<file path="config.mk">
export PLATFORM = sky130hd
export DESIGN_NAME = apb_master_initiator_flat
export DESIGN_NICKNAME = d
export VERILOG_FILES = /design/src/rtl/apb_master_initiator_if.sv /design/src/rtl/apb_master_initiator.sv /design/src/flat_wrapper.sv
export SDC_FILE = /design/constraint.sdc
export NUM_CORES = 1
export LEC_CHECK = 0
export ABC_CLOCK_PERIOD_IN_PS = 2750
export BUFFER_PORTS_ARGS = -buffer_cell sky130_fd_sc_hd__buf_2
export CORE_ASPECT_RATIO = 0.7
export CORE_MARGIN = 1
export CORE_UTILIZATION = 40
export DETAILED_ROUTE_END_ITERATION = 12
export PLACE_DENSITY = 0.78
export SLEW_MARGIN = 20
export SYNTH_ARGS = -nofsm -noshare
export SYNTH_HDL_FRONTEND = slang
export SYNTH_SLANG_ARGS = --single-unit
</file>
<file path="constraint.sdc">
create_clock -name PCLK -period 2.75 [get_ports PCLK]
set_clock_uncertainty 0.05 [all_clocks]
set_input_delay 0.1375 -clock PCLK [delete_from_list [all_inputs] [get_ports PCLK]]
set_output_delay 0.1375 -clock PCLK [all_outputs]
set_load 0.01 [all_outputs]
</file>
<file path="src/rtl/apb_master_initiator_if.sv">
// Request/response channels plus the APB bus of the APB initiator.
// The master modport is the initiator; the slave modport is its environment
// (request source, response sink and the addressed APB slave).
interface apb_master_initiator_if #(
    parameter int ADDR_WIDTH = 32,
    parameter int DATA_WIDTH = 32,
    parameter int NUM_SLAVES = 32,
    parameter int SEL_WIDTH  = $clog2(NUM_SLAVES)
);
    logic                  req_valid;
    logic                  req_ready;
    logic [ADDR_WIDTH-1:0] req_addr;
    logic                  req_write;
    logic [DATA_WIDTH-1:0] req_wdata;
    logic [SEL_WIDTH-1:0]  req_sel;

    logic                  rsp_valid;
    logic                  rsp_ready;
    logic [DATA_WIDTH-1:0] rsp_rdata;
    logic                  rsp_slverr;
    logic                  rsp_timeout;

    logic [ADDR_WIDTH-1:0] PADDR;
    logic [NUM_SLAVES-1:0] PSEL;
    logic                  PENABLE;
    logic                  PWRITE;
    logic [DATA_WIDTH-1:0] PWDATA;
    logic [DATA_WIDTH-1:0] PRDATA;
    logic                  PREADY;
    logic                  PSLVERR;

    modport master (
        input  req_valid, req_addr, req_write, req_wdata, req_sel,
        output req_ready,
        output rsp_valid, rsp_rdata, rsp_slverr, rsp_timeout,
        input  rsp_ready,
        output PADDR, PSEL, PENABLE, PWRITE, PWDATA,
        input  PRDATA, PREADY, PSLVERR
    );

    modport slave (
        output req_valid, req_addr, req_write, req_wdata, req_sel,
        input  req_ready,
        input  rsp_valid, rsp_rdata, rsp_slverr, rsp_timeout,
        output rsp_ready,
        input  PADDR, PSEL, PENABLE, PWRITE, PWDATA,
        output PRDATA, PREADY, PSLVERR
    );
endinterface

</file>
<file path="src/rtl/apb_master_initiator.sv">
// APB initiator: turns one valid/ready request into a SETUP+ACCESS transfer
// and returns read data / error status on a valid/ready response channel.
// Optional build macro APB_MASTER_TIMEOUT_EN bounds the ACCESS wait to
// TIMEOUT_CYCLES consecutive PREADY-low cycles and flags rsp_timeout.
module apb_master_initiator #(
    parameter int ADDR_WIDTH     = 32,
    parameter int DATA_WIDTH     = 32,
    parameter int NUM_SLAVES     = 32,
    parameter int SEL_WIDTH      = $clog2(NUM_SLAVES),
    parameter int TIMEOUT_CYCLES = 256
) (
    input logic PCLK,
    input logic PRESET,
    apb_master_initiator_if.master bus
);
    typedef enum logic [1:0] {IDLE, SETUP, ACCESS, RESP} state_t;

    localparam logic [31:0] NUM_SLAVES_U = 32'(NUM_SLAVES);

    state_t                state_reg, state_next;
    logic [SEL_WIDTH-1:0]  sel_reg, sel_next;
    logic [ADDR_WIDTH-1:0] paddr_reg, paddr_next;
    logic                  pwrite_reg, pwrite_next;
    logic [DATA_WIDTH-1:0] pwdata_reg, pwdata_next;
    logic [DATA_WIDTH-1:0] rdata_reg, rdata_next;
    logic                  slverr_reg, slverr_next;

`ifdef APB_MASTER_TIMEOUT_EN
    localparam int CNT_W = $clog2(TIMEOUT_CYCLES + 1);
    logic [CNT_W-1:0]      cnt_reg, cnt_next;
    logic                  timeout_reg, timeout_next;
`endif

    logic                  sel_ok;
    logic                  bus_active;
    logic [NUM_SLAVES-1:0] psel_dec;

    // Out-of-range indices are answered locally with an error, never on the bus.
    assign sel_ok     = (32'(bus.req_sel) < NUM_SLAVES_U);
    assign bus_active = (state_reg == SETUP) || (state_reg == ACCESS);

    // One-hot decode of the captured slave index.
    generate
        for (genvar gi = 0; gi < NUM_SLAVES; gi++) begin : g_psel
            assign psel_dec[gi] = (sel_reg == SEL_WIDTH'(gi));
        end
    endgenerate

    // Next-state and captured-field logic; everything holds by default.
    always_comb begin
        state_next  = state_reg;
        sel_next    = sel_reg;
        paddr_next  = paddr_reg;
        pwrite_next = pwrite_reg;
        pwdata_next = pwdata_reg;
        rdata_next  = rdata_reg;
        slverr_next = slverr_reg;
`ifdef APB_MASTER_TIMEOUT_EN
        cnt_next     = cnt_reg;
        timeout_next = timeout_reg;
`endif
        unique case (state_reg)
            IDLE: begin
                if (bus.req_valid) begin
                    if (sel_ok) begin
                        state_next  = SETUP;
                        sel_next    = bus.req_sel;
                        paddr_next  = bus.req_addr;
                        pwrite_next = bus.req_write;
                        pwdata_next = bus.req_write ? bus.req_wdata : '0;
                    end else begin
                        state_next  = RESP;
                        rdata_next  = '0;
                        slverr_next = 1'b1;
`ifdef APB_MASTER_TIMEOUT_EN
                        timeout_next = 1'b0;
`endif
                    end
                end
            end
            SETUP: begin
                state_next = ACCESS;
`ifdef APB_MASTER_TIMEOUT_EN
                cnt_next = '0;
`endif
            end
            ACCESS: begin
                // PREADY wins over the timeout on the final counted cycle.
                if (bus.PREADY) begin
                    state_next  = RESP;
                    slverr_next = bus.PSLVERR;
                    rdata_next  = (!pwrite_reg && !bus.PSLVERR) ? bus.PRDATA : '0;
`ifdef APB_MASTER_TIMEOUT_EN
                    timeout_next = 1'b0;
                end else if (cnt_reg == CNT_W'(TIMEOUT_CYCLES - 1)) begin
                    state_next   = RESP;
                    slverr_next  = 1'b1;
                    rdata_next   = '0;
                    timeout_next = 1'b1;
                end else begin
                    cnt_next = cnt_reg + CNT_W'(1);
`endif
                end
            end
            RESP: begin
                if (bus.rsp_ready) begin
                    state_next = IDLE;
                end
            end
            default: state_next = IDLE;
        endcase
    end

    // State and captured-field registers; reset abandons any transfer.
    always_ff @(posedge PCLK) begin
        if (PRESET) begin
            state_reg  <= IDLE;
            sel_reg    <= '0;
            paddr_reg  <= '0;
            pwrite_reg <= 1'b0;
            pwdata_reg <= '0;
            rdata_reg  <= '0;
            slverr_reg <= 1'b0;
`ifdef APB_MASTER_TIMEOUT_EN
            cnt_reg     <= '0;
            timeout_reg <= 1'b0;
`endif
        end else begin
            state_reg  <= state_next;
            sel_reg    <= sel_next;
            paddr_reg  <= paddr_next;
            pwrite_reg <= pwrite_next;
            pwdata_reg <= pwdata_next;
            rdata_reg  <= rdata_next;
            slverr_reg <= slverr_next;
`ifdef APB_MASTER_TIMEOUT_EN
            cnt_reg     <= cnt_next;
            timeout_reg <= timeout_next;
`endif
        end
    end

    // req_ready is masked while reset is held so nothing looks accepted then.
    assign bus.req_ready  = (state_reg == IDLE) && !PRESET;
    assign bus.rsp_valid  = (state_reg == RESP);
    assign bus.rsp_rdata  = rdata_reg;
    assign bus.rsp_slverr = slverr_reg;
`ifdef APB_MASTER_TIMEOUT_EN
    assign bus.rsp_timeout = timeout_reg;
`else
    // No bound is built; the parameter only matters with the timeout enabled.
    assign bus.rsp_timeout = (TIMEOUT_CYCLES < 0);
`endif

    assign bus.PADDR   = paddr_reg;
    assign bus.PWRITE  = pwrite_reg;
    assign bus.PWDATA  = pwdata_reg;
    assign bus.PENABLE = (state_reg == ACCESS);
    assign bus.PSEL    = bus_active ? psel_dec : '0;
endmodule

</file>
<file path="src/flat_wrapper.sv">
// flat-port wrapper written by rule: the top's interface ports become plain ports
module apb_master_initiator_flat 
#(
    parameter int ADDR_WIDTH     = 32,
    parameter int DATA_WIDTH     = 32,
    parameter int NUM_SLAVES     = 32,
    parameter int SEL_WIDTH      = $clog2(NUM_SLAVES),
    parameter int TIMEOUT_CYCLES = 256
)
  (PCLK, PRESET, bus_req_valid, bus_req_addr, bus_req_write, bus_req_wdata, bus_req_sel, bus_req_ready, bus_rsp_valid, bus_rsp_rdata, bus_rsp_slverr, bus_rsp_timeout, bus_rsp_ready, bus_PADDR, bus_PSEL, bus_PENABLE, bus_PWRITE, bus_PWDATA, bus_PRDATA, bus_PREADY, bus_PSLVERR);
  apb_master_initiator_if #(.ADDR_WIDTH(ADDR_WIDTH), .DATA_WIDTH(DATA_WIDTH), .NUM_SLAVES(NUM_SLAVES), .SEL_WIDTH(SEL_WIDTH)) bus_i ();
  input logic PCLK;
  input logic PRESET;
  input wire logic [$bits(bus_i.req_valid)-1:0] bus_req_valid;
  input wire logic [$bits(bus_i.req_addr)-1:0] bus_req_addr;
  input wire logic [$bits(bus_i.req_write)-1:0] bus_req_write;
  input wire logic [$bits(bus_i.req_wdata)-1:0] bus_req_wdata;
  input wire logic [$bits(bus_i.req_sel)-1:0] bus_req_sel;
  output wire logic [$bits(bus_i.req_ready)-1:0] bus_req_ready;
  output wire logic [$bits(bus_i.rsp_valid)-1:0] bus_rsp_valid;
  output wire logic [$bits(bus_i.rsp_rdata)-1:0] bus_rsp_rdata;
  output wire logic [$bits(bus_i.rsp_slverr)-1:0] bus_rsp_slverr;
  output wire logic [$bits(bus_i.rsp_timeout)-1:0] bus_rsp_timeout;
  input wire logic [$bits(bus_i.rsp_ready)-1:0] bus_rsp_ready;
  output wire logic [$bits(bus_i.PADDR)-1:0] bus_PADDR;
  output wire logic [$bits(bus_i.PSEL)-1:0] bus_PSEL;
  output wire logic [$bits(bus_i.PENABLE)-1:0] bus_PENABLE;
  output wire logic [$bits(bus_i.PWRITE)-1:0] bus_PWRITE;
  output wire logic [$bits(bus_i.PWDATA)-1:0] bus_PWDATA;
  input wire logic [$bits(bus_i.PRDATA)-1:0] bus_PRDATA;
  input wire logic [$bits(bus_i.PREADY)-1:0] bus_PREADY;
  input wire logic [$bits(bus_i.PSLVERR)-1:0] bus_PSLVERR;
  assign bus_i.req_valid = bus_req_valid;
  assign bus_i.req_addr = bus_req_addr;
  assign bus_i.req_write = bus_req_write;
  assign bus_i.req_wdata = bus_req_wdata;
  assign bus_i.req_sel = bus_req_sel;
  assign bus_req_ready = bus_i.req_ready;
  assign bus_rsp_valid = bus_i.rsp_valid;
  assign bus_rsp_rdata = bus_i.rsp_rdata;
  assign bus_rsp_slverr = bus_i.rsp_slverr;
  assign bus_rsp_timeout = bus_i.rsp_timeout;
  assign bus_i.rsp_ready = bus_rsp_ready;
  assign bus_PADDR = bus_i.PADDR;
  assign bus_PSEL = bus_i.PSEL;
  assign bus_PENABLE = bus_i.PENABLE;
  assign bus_PWRITE = bus_i.PWRITE;
  assign bus_PWDATA = bus_i.PWDATA;
  assign bus_i.PRDATA = bus_PRDATA;
  assign bus_i.PREADY = bus_PREADY;
  assign bus_i.PSLVERR = bus_PSLVERR;
  apb_master_initiator #(.ADDR_WIDTH(ADDR_WIDTH), .DATA_WIDTH(DATA_WIDTH), .NUM_SLAVES(NUM_SLAVES), .SEL_WIDTH(SEL_WIDTH), .TIMEOUT_CYCLES(TIMEOUT_CYCLES)) u_core (.PCLK(PCLK), .PRESET(PRESET), .bus(bus_i));
endmodule
</file>
==> results of run 1 <==
Yosys cell counts, drive strengths merged (2+ instances only):
cell type / instances
buf: 26
a22oi: 32
dfxtp: 105
clkbuf: 16
nor2: 65
nand2b: 2
nand2: 117
ha: 4
nor2b: 7
nand3: 37
a21oi: 71
inv: 3
metrics by stage:
stage	utilization	instance area [um^2]	hold slack [ps]
after global routing	0.634	6140	6.69
after global placement	0.534	5180	320
final	0.634	6140	9.21
after detailed placement	0.534	5180	331
after CTS	0.634	6140	2.76
after floorplan	-	4000	223
worst register-to-register path, delay by kind of cell, from the launching register on:
family          cells  cell delay (ps)
fa+ha+maj           1              220
compound gates      1              160
buf+inv             2              500
simple gates        2              610
flops               1              330
per-layer routing:
metal | up-vias | GRT usage | wire [um]
met5 | - | 0 | 0
met4 | 0 | 0.110 | 424
met3 | 42 | 0.0665 | 984
met2 | 226 | 0.418 | 6270
met1 | 2067 | 0.257 | 4860
li1 | 2189 | - | -
logic make-up after synthesis:
| logic type | after synthesis | share of synthesized area |
|---|---|---|
| AOI/OAI and AO/OA | 104 | 0.152 |
| adders and majority gates | 4 | 0.0125 |
| buffers and inverters | 45 | 0.0639 |
| DFF | 105 | 0.526 |
| muxes | 1 | 0.00251 |
| other | 1 | 0.000939 |
| and+or+nand+nor | 234 | 0.242 |
area by class of cell:
cell class	count	area, um^2	area share
Tap cell	128	160	0.0261
Clock inverter	4	77.6	0.0126
Multi-Input combinational cell	344	1640	0.267
Sequential cell	105	2100	0.343
Timing Repair Buffer	310	1900	0.310
Clock buffer	11	243	0.0396
Inverter	3	11.3	0.00183
repair_timing:
| item | CTS | global route |
|---|---|---|
| endpoints found under the hold margin | 64 | 0 |
| setup buffers | 0 | 0 |
| setup endpoints to repair | 0 | 0 |
| hold buffers | 64 | 0 |
where the power goes:
group / internal [W] / switching [W] / leakage [nW] / total, W
Sequential: 0.00171 / 0.000110 / 0.854 / 0.00182
Clock: 0.000822 / 0.000543 / 0.156 / 0.00136
Combinational: 0.000454 / 0.000683 / 1.92 / 0.00114
layout by cell type (no fill, tap or decap), drive strengths merged:
master | synthesis | layout
and2 | 1 | 1
clkinv | 0 | 2
bufinv | 0 | 2
a21oi | 71 | 71
and4bb | 1 | 1
mux2i | 1 | 1
nor2b | 7 | 7
clkbuf | 16 | 11
nand2b | 2 | 2
nand2 | 117 | 117
nand4 | 1 | 1
dfxtp | 105 | 105
a22oi | 32 | 32
nand3 | 37 | 37
buf | 26 | 246
nor2 | 65 | 65
dlygate4sd3 | 0 | 64
o211a | 1 | 1
nor3 | 1 | 1
inv | 3 | 3
or4 | 1 | 1
ha | 4 | 4
or2 | 1 | 1
conb | 1 | 1
worst paths after layout:
path                                      startpoint                    to  slack (ps)
worst max register to register   u_core.state_reg[0]  u_core.bus.PADDR[29]         790
worst min-delay path                  bus_req_sel[0]     u_core.sel_reg[0]           9
worst max-delay path             u_core.state_reg[0]          bus_PSEL[13]         600
worst min register to register  u_core.bus.PADDR[26]  u_core.bus.PADDR[26]         400
==> results.ini, run 1 <==
[run]
max_cap_violations = 0

[synthesis]
synth_seq_cells = 105
synth_top_area_share = 0.526
synth_fp_nets = 606
synth_top_cell_by_area = dfxtp_1
yosys.cell_types.count = 24
async_flop_share = 0
ys.flop_type = dfxtp_1
synth.avg_cell_area_um2 = 8.09
synth_edf_count = 0
synthCells = 494
syn_area_um2 = 4000
synth-seq-area-share = 0.526
synth.area.top_cells = dfxtp_1 53%, nand2_1 11%, a21oi_1 8.9%
yosysWarnings = 0

[clocking]
cts_tree = yes
clock_path_buffers = 2
cts-root-buf = clkbuf_16
numClockSinks = 105
clock_latency_ps = 330
cts_made_buffers = 9
cts.clk_slew.worst_paths_ps = 70
htreeDepth = 3
post_cts_resized = 0

[place]
post-place-ws_ps = 690
numPortBuffers = 240
routabilityCongestion = 0.713
dpl.hpwl_mm = 7.97
dp.cells = 826

[power_and_ir_drop]
pwr_density_cell_nw_per_um2 = 704
power_w = 0.00432
p_leak_nw = 2.93
max-vdd-ir-drop_uv = 443

[sta]
hold_viol_final = 0
rsz0062_at_grt = false
tightest_slew_ps = 677
period_needed_ps = 2150
tns_ps = 0
setup_ws_ps = 595
final_max_slew_viol_count = 0
maxSlewHeadroom = 0.549
max_freq_mhz = 464
post-route-period-util = 0.784
finalSetupViolCount = 0

[finish]
fill_cells = 823
antenna_cells = 0
finalNetCount = 885
fin_cells = 905
final_layout_size_suffix_gt1_frac = 0.340
area_growth_pct = 53.6

[grt]
first_global_vias = 4166
antenna_found_initial = 0
grt_pass1_wl_mm = 19.4
grt_use_total = 0.234
grt_max_degree = 66
grt_overflow = 0

[worst_setup_path]
cp-end-kind = output pin
cpLargestDelayFamily = simple AND/OR/NAND/NOR gates
cp_max_fo = 6
crit_path_cell_trace = inv_1 -> ha_1 -> nor2b_1 -> nand3_1 -> nor2_1 -> buf_2
cp-start-kind = flop
arrival_ps = 1970
cp_num_buf_inv = 2
crit_cells = 6
crit_required_ps = 2560
max_stage_delay_ps = 390
r2r_cells = 6
crit_slowest_cell = ha_1
path_class = flop to output pin

[floorplan]
die_y_um = 85.6
rows = 30
ios = 242
die_w_um = 121
initial_core_util = 0.413
die_area_um2 = 10400
core_region_area_um2 = 9680

[route]
wire_per_inst_um = 13.9
drt_iter0_drc = 199
final_antenna_net_count = 0
vias_per_cell = 5.00
via_count = 4524
finalWirelength_mm = 12.5
drcViolationCount = 0
firstDrtPassIters = 5

[hold_path]
worstHoldPathCells = 3
hold_path_class = primary input to flop

[outcome]
outcome = completed

Power figures use the tool's default switching activity.
==> inputs of run 2 (changes only) <==
ABC_CLOCK_PERIOD_IN_PS = 2100   (was 2750)
clock period = 2.1 ns   (was 2.75 ns; I/O delays follow)
==> run 2 against run 1 <==
Against the previous run:
- core utilization is 3.8 points higher
- sequential power up 31%
- setup slack worse by 460 ps
- sequential share of layout area is 2.0 points lower
- die area stayed put
- total power increased by 29%
- worst hold slack improved by 29 ps
- largest power group unchanged
==> results.ini, run 2 (same netlist as run 1, synthesis figures left out) <==
[hold_path]
worstHoldStart = bus_PREADY  ; was bus_req_sel[0]
hold_path_class = primary input to flop  ; unchanged

[finish]
final_layout_size_suffix_gt1_frac = 0.328  ; was 0.340
finalNetCount = 925  ; was 885
area_growth_pct = 62.9  ; was 53.6%
final_common_cell = buf_2  ; unchanged
stdcell_area_um2 = 6510  ; was 6140 um^2
fill_cells = 744  ; was 823
antenna_cells = 0  ; unchanged
layout_common_cells = 239 x buf_2, 116 x nand2_1, 105 x dfxtp_1  ; unchanged
multi_input_area_um2 = 1650  ; was 1640 um^2
sequential_cell_area_um2 = 2100  ; unchanged

[place]
dpl.hpwl_mm = 7.76  ; was 7.97 mm
dpl_cell_area_um2 = 5190  ; was 5180 um^2
routabilityCongestion = 0.718  ; was 0.713
numPortBuffers = 240  ; unchanged

[power_and_ir_drop]
switching_share = 0.314  ; was 0.309
max-vdd-ir-drop_uv = 599  ; was 443 uV
power_w = 0.00557  ; was 0.00432 W
p_comb_frac = 0.283  ; was 0.263
power_frac_clock = 0.289  ; was 0.316
p_int_w = 0.00382  ; was 0.00298 W
pwr_density_cell_nw_per_um2 = 856  ; was 704 nW/um^2
switchingPower_w = 0.00175  ; was 0.00134 W
p_leak_nw = 3.07  ; was 2.93 nW
pwr-share-seq = 0.427  ; was 0.421

[grt]
grt_max_degree = 71  ; was 66
grt_pass1_wl_mm = 20.4  ; was 19.4 mm
grt_overflow = 0  ; unchanged
first_global_vias = 4528  ; was 4166
grt_use_total = 0.246  ; was 0.234
antenna_found_initial = 0  ; unchanged

[floorplan]
initial_core_util = 0.413  ; unchanged
die_w_um = 121  ; unchanged
die_area_um2 = 10400  ; unchanged
ios = 242  ; unchanged
rows = 30  ; unchanged
core_region_area_um2 = 9680  ; unchanged
die_y_um = 85.6  ; unchanged

[route]
firstDrtPassIters = 5  ; unchanged
wire_per_inst_um = 13.8  ; was 13.9 um
vias_per_cell = 4.96  ; was 5.00
drcViolationCount = 0  ; unchanged
via_count = 4686  ; was 4524
final_antenna_net_count = 0  ; unchanged
finalWirelength_mm = 13.1  ; was 12.5 mm
drt_iter0_drc = 219  ; was 199

[clocking]
cts_tree = yes  ; unchanged
cts_made_buffers = 9  ; unchanged
cts.clk_slew.worst_paths_ps = 70  ; about the same
clock_path_buffers = 2  ; unchanged
clock_latency_ps = 330  ; about the same
numClockSinks = 105  ; unchanged
cts_setup_buffers = 0  ; unchanged
cts-root-buf = clkbuf_16  ; unchanged
htreeDepth = 3  ; unchanged

[worst_setup_path]
cpLargestDelayFamily = simple AND/OR/NAND/NOR gates  ; unchanged
crit_path_cell_trace = inv_1 -> ha_2 -> nor2b_4 -> nand3_1 -> nor2_1 -> buf_2  ; was inv_1 -> ha_1 -> nor2b_1 -> nand3_1 -> nor2_1 -> buf_2
max_stage_delay_ps = 390  ; about the same
startpoint = u_core.state_reg[1]  ; was u_core.state_reg[0]
cp_num_buf_inv = 2  ; unchanged
rr_startpoint = u_core.state_reg[0]  ; unchanged
cp-start-kind = flop  ; unchanged
cp_max_fo = 6  ; unchanged
crit_required_ps = 1950  ; was 2560 ps
path_class = flop to output pin  ; unchanged
cp-end-kind = output pin  ; unchanged
crit_slowest_cell = ha_2  ; was ha_1
arrival_ps = 1810  ; was 1970 ps
r2r_slack_ps = 300  ; was 790 ps

[sta]
rsz0062_at_grt = false  ; unchanged
period_needed_ps = 1960
tns_ps = 0  ; unchanged
final_max_slew_viol_count = 0  ; unchanged
tightest_slew_ps = 702  ; was 677 ps
hold_viol_final = 0  ; unchanged
max_freq_mhz = 510
post-route-period-util = 0.934
hold_ws_ps = 38.5  ; was 9.21 ps
finalSetupViolCount = 0  ; unchanged
maxSlewHeadroom = 0.532  ; was 0.549

[run]
max_cap_violations = 0  ; unchanged

[outcome]
outcome = completed  ; unchanged

run 2: cell types whose count changed in the layout (fill, tap and decap cells not counted), moves of 2 or more:
cell / delta
clkinvlp_4: +3
buf_4: +2
dlygate4sd3_1: +38
clkinv_4: -2
run 2: final cells by class:
class / count / area share
clock buffers: 10 / 0.0352
inverters: 3 / 0.00173
clock inverters: 5 / 0.00884
flip-flops and latches: 105 / 0.323
multi-input cells: 344 / 0.254
well taps: 128 / 0.0246
repair buffers: 350 / 0.353
run 2: through the flow:
stage | setup slack (ps) | std cells | util
finish | 138 | 945 | 0.672
global route | 20.1 | 945 | 0.672
CTS | 7.97 | 945 | 0.671
detailed placement | 117 | 828 | 0.536
global placement | 212 | 828 | 0.536
floorplan | 609 | 494 | -
run 2: worst paths after layout:
| check | depth (start not counted) | endpoint |
|---|---|---|
| max | 6 | bus_PSEL[13] |
| min | 3 | u_core.bus.rsp_slverr |
| max reg2reg | 5 | u_core.bus.rsp_rdata[29] |
| min reg2reg | 2 | u_core.bus.PWDATA[3] |
run 2: per-layer routing:
layer / vias to the layer above / routed length, um / global-route usage
li1: 2264 / - / -
met1: 2145 / 5010 / 0.275
met2: 234 / 6610 / 0.429
met3: 43 / 1050 / 0.0718
met4: 0 / 399 / 0.118
met5: - / 0 / 0
run 2: worst min-delay path: stages:
cell and delay [ps]:
buf_2 120, nand3_1 80, a21oi_1 60
run 2: power groups by stage:
stage	registers [W]	logic [W]	clock network, W
finish	0.00238	0.00158	0.00161
global route	0.00241	0.00172	0.00173
CTS	0.00237	0.00155	0.00166
detailed placement	0.00241	0.00140	0
global placement	0.00240	0.00135	0
floorplan	0.00251	0.000809	0
run 2: what timing repair did:
action,in CTS,in global routing
gates resized for setup,0,3
hold buffers,102,0
endpoints found under the hold margin,102,0
endpoints found under the setup margin,0,16
